## src/rtl/jtag_1149_d10_crc_pkg.sv

```systemverilog
// Shared types and constants for the CRC packet checker:
// FSM encoding, byte-enable codes, trailer length, CRC32 polynomial.
package jtag_1149_d10_crc_pkg;

    typedef enum logic [1:0] {
        ST_IDLE  = 2'd0,
        ST_RUN   = 2'd1,
        ST_FLUSH = 2'd2,
        ST_CMP   = 2'd3
    } state_t;

    localparam logic [3:0] BE_1B = 4'b1000;
    localparam logic [3:0] BE_2B = 4'b1100;
    localparam logic [3:0] BE_3B = 4'b1110;
    localparam logic [3:0] BE_4B = 4'b1111;

    localparam int TRL_LEN = 4;

    localparam logic [31:0] CRC32_POLY = 32'h04C11DB7;

    // Byte enables for a word holding n bytes from the MSB lane down.
    function automatic logic [3:0] be_for(input logic [2:0] n);
        logic [3:0] be;
        case (n)
            3'd1:    be = BE_1B;
            3'd2:    be = BE_2B;
            3'd3:    be = BE_3B;
            3'd4:    be = BE_4B;
            default: be = 4'b0000;
        endcase
        return be;
    endfunction

endpackage

```

## src/rtl/jtag_1149_d10_crc_trailer_buf.sv

```systemverilog
// 4-byte delay line holding the most recent bytes of a packet.
// Ports: start (load din as entry 0), push (shift din in), fill,
// pop (oldest byte leaves this cycle), oldest, trailer (MSB = oldest).
module jtag_1149_d10_crc_trailer_buf
    import jtag_1149_d10_crc_pkg::*;
(
    input  logic        clk,
    input  logic        rst_n,
    input  logic        start,
    input  logic        push,
    input  logic [7:0]  din,
    output logic [2:0]  fill,
    output logic        pop,
    output logic [7:0]  oldest,
    output logic [31:0] trailer
);

    logic [31:0] word;
    logic        full;

    assign full    = (fill == 3'(TRL_LEN));
    assign pop     = push && full;
    assign oldest  = word[31:24];
    assign trailer = word;

    always_ff @(posedge clk or negedge rst_n) begin
        if (!rst_n) begin
            word <= '0;
            fill <= '0;
        end else if (start) begin
            word <= {24'h0, din};
            fill <= 3'd1;
        end else if (push) begin
            word <= {word[23:0], din};
            if (!full)
                fill <= fill + 3'd1;
        end
    end

endmodule

```

## config.mk

```make
export PLATFORM = sky130hd
export DESIGN_NAME = jtag_1149_d10_crc_trailer_buf
export DESIGN_NICKNAME = d
export VERILOG_FILES = /design/src/rtl/jtag_1149_d10_crc_pkg.sv /design/src/rtl/jtag_1149_d10_crc_trailer_buf.sv
export SDC_FILE = /design/constraint.sdc
export NUM_CORES = 1
export LEC_CHECK = 0
export ABC_AREA = 1
export CORE_MARGIN = 2
export CORE_UTILIZATION = 39
export DETAILED_ROUTE_END_ITERATION = 6
export MAX_ROUTING_LAYER = met4
export PLACE_DENSITY = 0.78
export SLEW_MARGIN = 20
export SYNTH_ARGS = -nofsm -noshare
export SYNTH_HDL_FRONTEND = slang
export SYNTH_SLANG_ARGS = --single-unit
```

## constraint.sdc

```tcl
create_clock -name clk -period 1 [get_ports clk]
set_input_delay 0.3 -clock clk [delete_from_list [all_inputs] [get_ports clk]]
set_output_delay 0.3 -clock clk [all_outputs]
set_load 0.02 [all_outputs]
```

After elaboration in Yosys (flattened, before gate mapping):

Index checks and enable logic that the tools add are counted.

* add/subtract/negate cells: 1
* eq/ne operators: 2
* muxes and demuxes: 5
* reduce and logical (&&, ||, !) cells: 3

Operators by type and width (number)
* two-way mux 32 bit: 2
* two-way mux 3 bit: 3
* adder 3 x 1 -> 3 bit (second input constant): 1
* equality test 3 bit (second input constant): 1
* inequality test 2 bit (second input constant): 1
* AND reduction 2 bit: 1
* nonzero test 2 bit: 1
* logical AND 1 bit: 1

* bits in registers: 35
* output and inout bits: 44

Longest topological paths before layout:

* word-level depth: 4
* gate-level depth with buffers: 6
* gate-level depth less buffers: 6

Worst setup path before layout:

OpenSTA, ideal clock, no wires.

* path kind: register to output
* start point: register fill[0]
* end point: output pop
* arrival: 1.112 ns
* slack: -0.412 ns
* stages on the path, launching flop included: 5
* buffers on the path: 0
* cell sequence: dfrtp_1 -> inv_1 -> ha_1 -> nand2_1 -> nor2_1

* cells in the longest elaborated chain, start to end: 2

RTL lines
* start, declared: RTL line jtag_1149_d10_crc_trailer_buf.sv:12 `output logic [2:0] fill,`
* start signal, assigned: RTL line jtag_1149_d10_crc_trailer_buf.sv:36 `fill <= fill + 3'd1;`
* equality test 3 bit: RTL line jtag_1149_d10_crc_trailer_buf.sv:21 `assign full = (fill == 3'(TRL_LEN));`
* logical AND 1 bit: RTL line jtag_1149_d10_crc_trailer_buf.sv:22 `assign pop = push && full;`
* end, declared: RTL line jtag_1149_d10_crc_trailer_buf.sv:13 `output logic pop,`

No other way between the ends.

Worst setup path in the final report:

Ends and elaborated chain as after synthesis.

==> impl.org <==
** Outcome
- The flow ran to the end, but the final reports show violations.
- Violations in the final reports :: setup timing

** Layout
- The post-route netlist has 49.8% of its cells at a drive strength greater than 1.
- After the last flow step, the layout net total stands at 264.
- The multi-input combinational cells in the finished layout cover a total of 524 sq um.
- Relative to the synthesized area, the layout overhead comes to 76.7%.
- Fill cell total of the finished layout :: 283
- The number of antenna diodes in the final layout is 0.
- After the flow finishes, the layout carries non-filler instances totaling 299.
- In the layout the commonest cells are buf_6, nand2_1, buf_4.
- Commonest non-fill, non-tap cell in the layout :: buf_6
- Summing all flip-flop and latch instances after layout gives 878 sq um.

** Setup path
- Maximum single-stage delay on the critical path :: 0.42 ns
- Data on the critical path is required at its endpoint by 0.70 ns.
- The slowest stage of the critical path is the dfrtp_2 cell.
- Worst-path maximum fanout :: 2
- Critical path startpoint category :: register
- Critical path class :: reg2out
- Arrival time at the worst endpoint :: 1.19 ns
- Startpoint of the worst setup timing path :: fill[0]$_DFFE_PN0P_
- Endpoint class of the critical path :: output pin
- Reg-to-reg critical path startpoint :: fill[0]$_DFFE_PN0P_
- The signal on the critical path passes through inv_2 -> ha_4 -> nand2_4 -> nor2_4 -> buf_6.

** Timing
- Setup repair after global routing missed its margin :: true
- Final cycle utilization of the critical path :: 149%
- Worst rel slew slack :: 87.4%
- Final number of setup-violating endpoints :: 79
- In the post-route analysis, the smallest setup slack over all paths is -0.492 ns.
- Min Clock Period, post-route :: 1.49 ns
- Hold violation total from the final report :: 0
- For this run, the top clock speed supported by timing is 670 MHz.
- For the final database, setup skew stands at 0.00610 ns.
- The count of pins over their slew limit came to 0.
- Transition time of the tightest slew-check pin :: 0.189 ns

** Drt
- Routed vias :: 1315
- Number of violations reported at the end of detailed-routing iteration 0 :: 56
- Post-DRT Antenna Nets :: 0
- After detailed routing, the average wire length per cell comes to 12.6 um.
- Wires add up to 3760 um.
- For this run, the detailed router's first-pass iteration total came to 4.
- Detail-routed via count per cell :: 4.40
- DRC violations left :: 0

** Clocking
- CTS Buffer Depth :: 2
- Num Clock Sinks :: 35
- The cell sitting at the root of the clock tree is a clkbuf_8.
- Latest clock arrival within the worst-skew pair :: 0.29 ns
- After clock tree synthesis, the clock-pin slew on the worst setup and hold paths is 0.07 ns.
- In this run, CTS created clock tree buffers numbering 5.
- Clock tree from TritonCTS :: done
- The clock tree synthesis step divided the H-tree into 2 levels.

** GRT
- The number of antenna violations at the first check in global routing came to 0.
- Maximum number of pins on one net before global-route repair :: 36
- Global-route wire length before repair :: 5890 um
- The number of global-route vias before repair is 1302.
- Gr usage total :: 18.8%
- Final global-route overflow total :: 0

** Pwr
- Worst IR drop on VDD :: 1.04 mV
- The analysis attributes to cell leakage a power of 1.34 nW.
- Dividing total power by cell area gives a power density of 1350 nW/um^2.
- Power comes to 0.00361 W.

** Floorplanning
- After floorplanning, the core was sized to cover 3690 sq um.
- The floorplan has 22 rows.
- For this configuration, the core starts out at a cell density of 41.0%.
- Die boundary width :: 66.3 um
- Pin placement for this block handled 56 I/O pins.
- Measured along the y axis, the die boundary spans 66.3 um.
- The die covers 4400 sq um.

** Yosys
- After synthesis the netlist holds a flip-flop and latch count of 35.
- Share of synthesized area occupied by flip-flops and latches :: 57.9%
- Synthesized net count :: 169
- Post-Synthesis Mean Instance Area :: 9.77 sq um
- Netlist area before placement :: 1510 sq um
- Counting distinct cell types in the post-synthesis netlist gives 17.
- Portion of synthesized cell area occupied by the leading cell type :: 57.9%
- Ranking of synthesized cells by area :: dfrtp_1, nand2_1, o22ai_2
- Most area-hungry cell type in the Yosys netlist :: dfrtp_1
- Synthesis handed over a netlist of 155 instances.
- Synthesis warning total :: 0

** Place
- During placement, the flow inserted port buffers numbering 55.
- Placed Cells incl. Taps :: 271
- Total half-perimeter wirelength after legalization and detailed placement :: 2420 um
- The congestion estimate from routability-driven global placement came to 0.744.

** Flow run
- Max-cap violations in this run came to 0.

** Hold path
- Hold crit path type :: in2async
kinds of logic (layout without fill, tap and decap cells):
group                    after synthesis  after routing  share of synthesized area, %
AO/OA/AOI/OAI                         25             25                          12.7
adder cells (fa/ha/maj)                2              2                          1.65
buffers and inverters                 36            132                          12.5
flip-flops                            35             35                          57.9
AND/OR/NAND/NOR                       57             57                          15.3
worst paths after layout:
kind | end | slack [ns] | cells after the start
setup reg to reg | fill[0]$_DFFE_PN0P_ | -0.44 | 9
setup / recovery | pop | -0.49 | 5
min in group clk | trailer[0]$_DFFE_PN0P_ | 0.54 | 3
hold / removal | trailer[26]$_DFFE_PN0P_ | 0.50 | 3
max in group asynchronous | fill[0]$_DFFE_PN0P_ | 0.31 | 3
hold reg to reg | trailer[3]$_DFFE_PN0P_ | 0.54 | 2
cell type report:
cell class	instances	area share [%]
Sequential cell	35	32.8
Timing Repair Buffer	99	37.2
Inverter	24	3.46
Clock buffer	6	3.09
Multi-Input combinational cell	84	19.6
Timing Repair inverter	1	0.281
Clock inverter	2	1.31
Tap cell	48	2.25
registers in the layout (all words and copies together), names as in the netlist:
register,count
trailer,32
fill,3
metrics by stage:
| stage | setup WS, ns | hold slack (ns) | instance area [sq um] | TNS [ns] | util (%) |
|---|---|---|---|---|---|
| after CTS | -0.486 | 0.508 | 2570 | -12.55 | 69.8 |
| after global routing | -0.522 | 0.533 | 2680 | -15.22 | 72.5 |
| after floorplan | -0.208 | 0.00441 | 1540 | -0.327 | - |
| final | -0.492 | 0.500 | 2680 | -12.91 | 72.5 |
| after detailed placement | -0.831 | 0.279 | 2290 | -25.89 | 62.0 |
| after global placement | -0.853 | 0.276 | 2290 | -25.61 | 62.0 |
what timing repair did:
action | 4_1_cts | 5_1_grt
buffers inserted | 14 | 7
resized for setup | 263 | 22
pin swaps | 4 | 4
cloned | 1 | 0
setup endpoints to repair | 79 | 79
hold endpoints to repair | 35 | 0
hold buffers | 1 | 0
synth_stat cells:
cell / number
o22ai_2: 8
a21oi_1: 1
nand2_2: 1
buf_4: 8
o21ai_0: 10
o21ai_1: 4
nand3_1: 6
buf_2: 1
ha_1: 2
dfrtp_1: 35
inv_2: 2
nor2_1: 1
nor2_4: 1
inv_1: 22
buf_6: 3
nand2_1: 48
o21ai_2: 2
layer usage:
| metal | up-vias | track usage (%) | wire length (um) |
|---|---|---|---|
| li1 | 666 | - | - |
| met1 | 597 | 22.9 | 1620 |
| met2 | 44 | 29.6 | 1880 |
| met3 | 8 | 4.77 | 195 |
| met4 | 0 | 8.16 | 68 |
| met5 | - | - | 0 |
report_power, final:
part / internal [W] / leakage (nW) / switching [W]
Sequential: 0.00149 / 0.459 / 0.0000587
Clock: 0.000806 / 0.0612 / 0.000508
Combinational: 0.000385 / 0.815 / 0.000366
Total: 0.00268 / 1.34 / 0.000933
critical path: cells and delay by family, from the launching register on:
kind	cells	cell delay [ns]
flops	1	0.42
buf+inv	2	0.21
fa+ha+maj	1	0.14
simple gates	2	0.13
No activity file was read; power rests on OpenSTA's default activity.
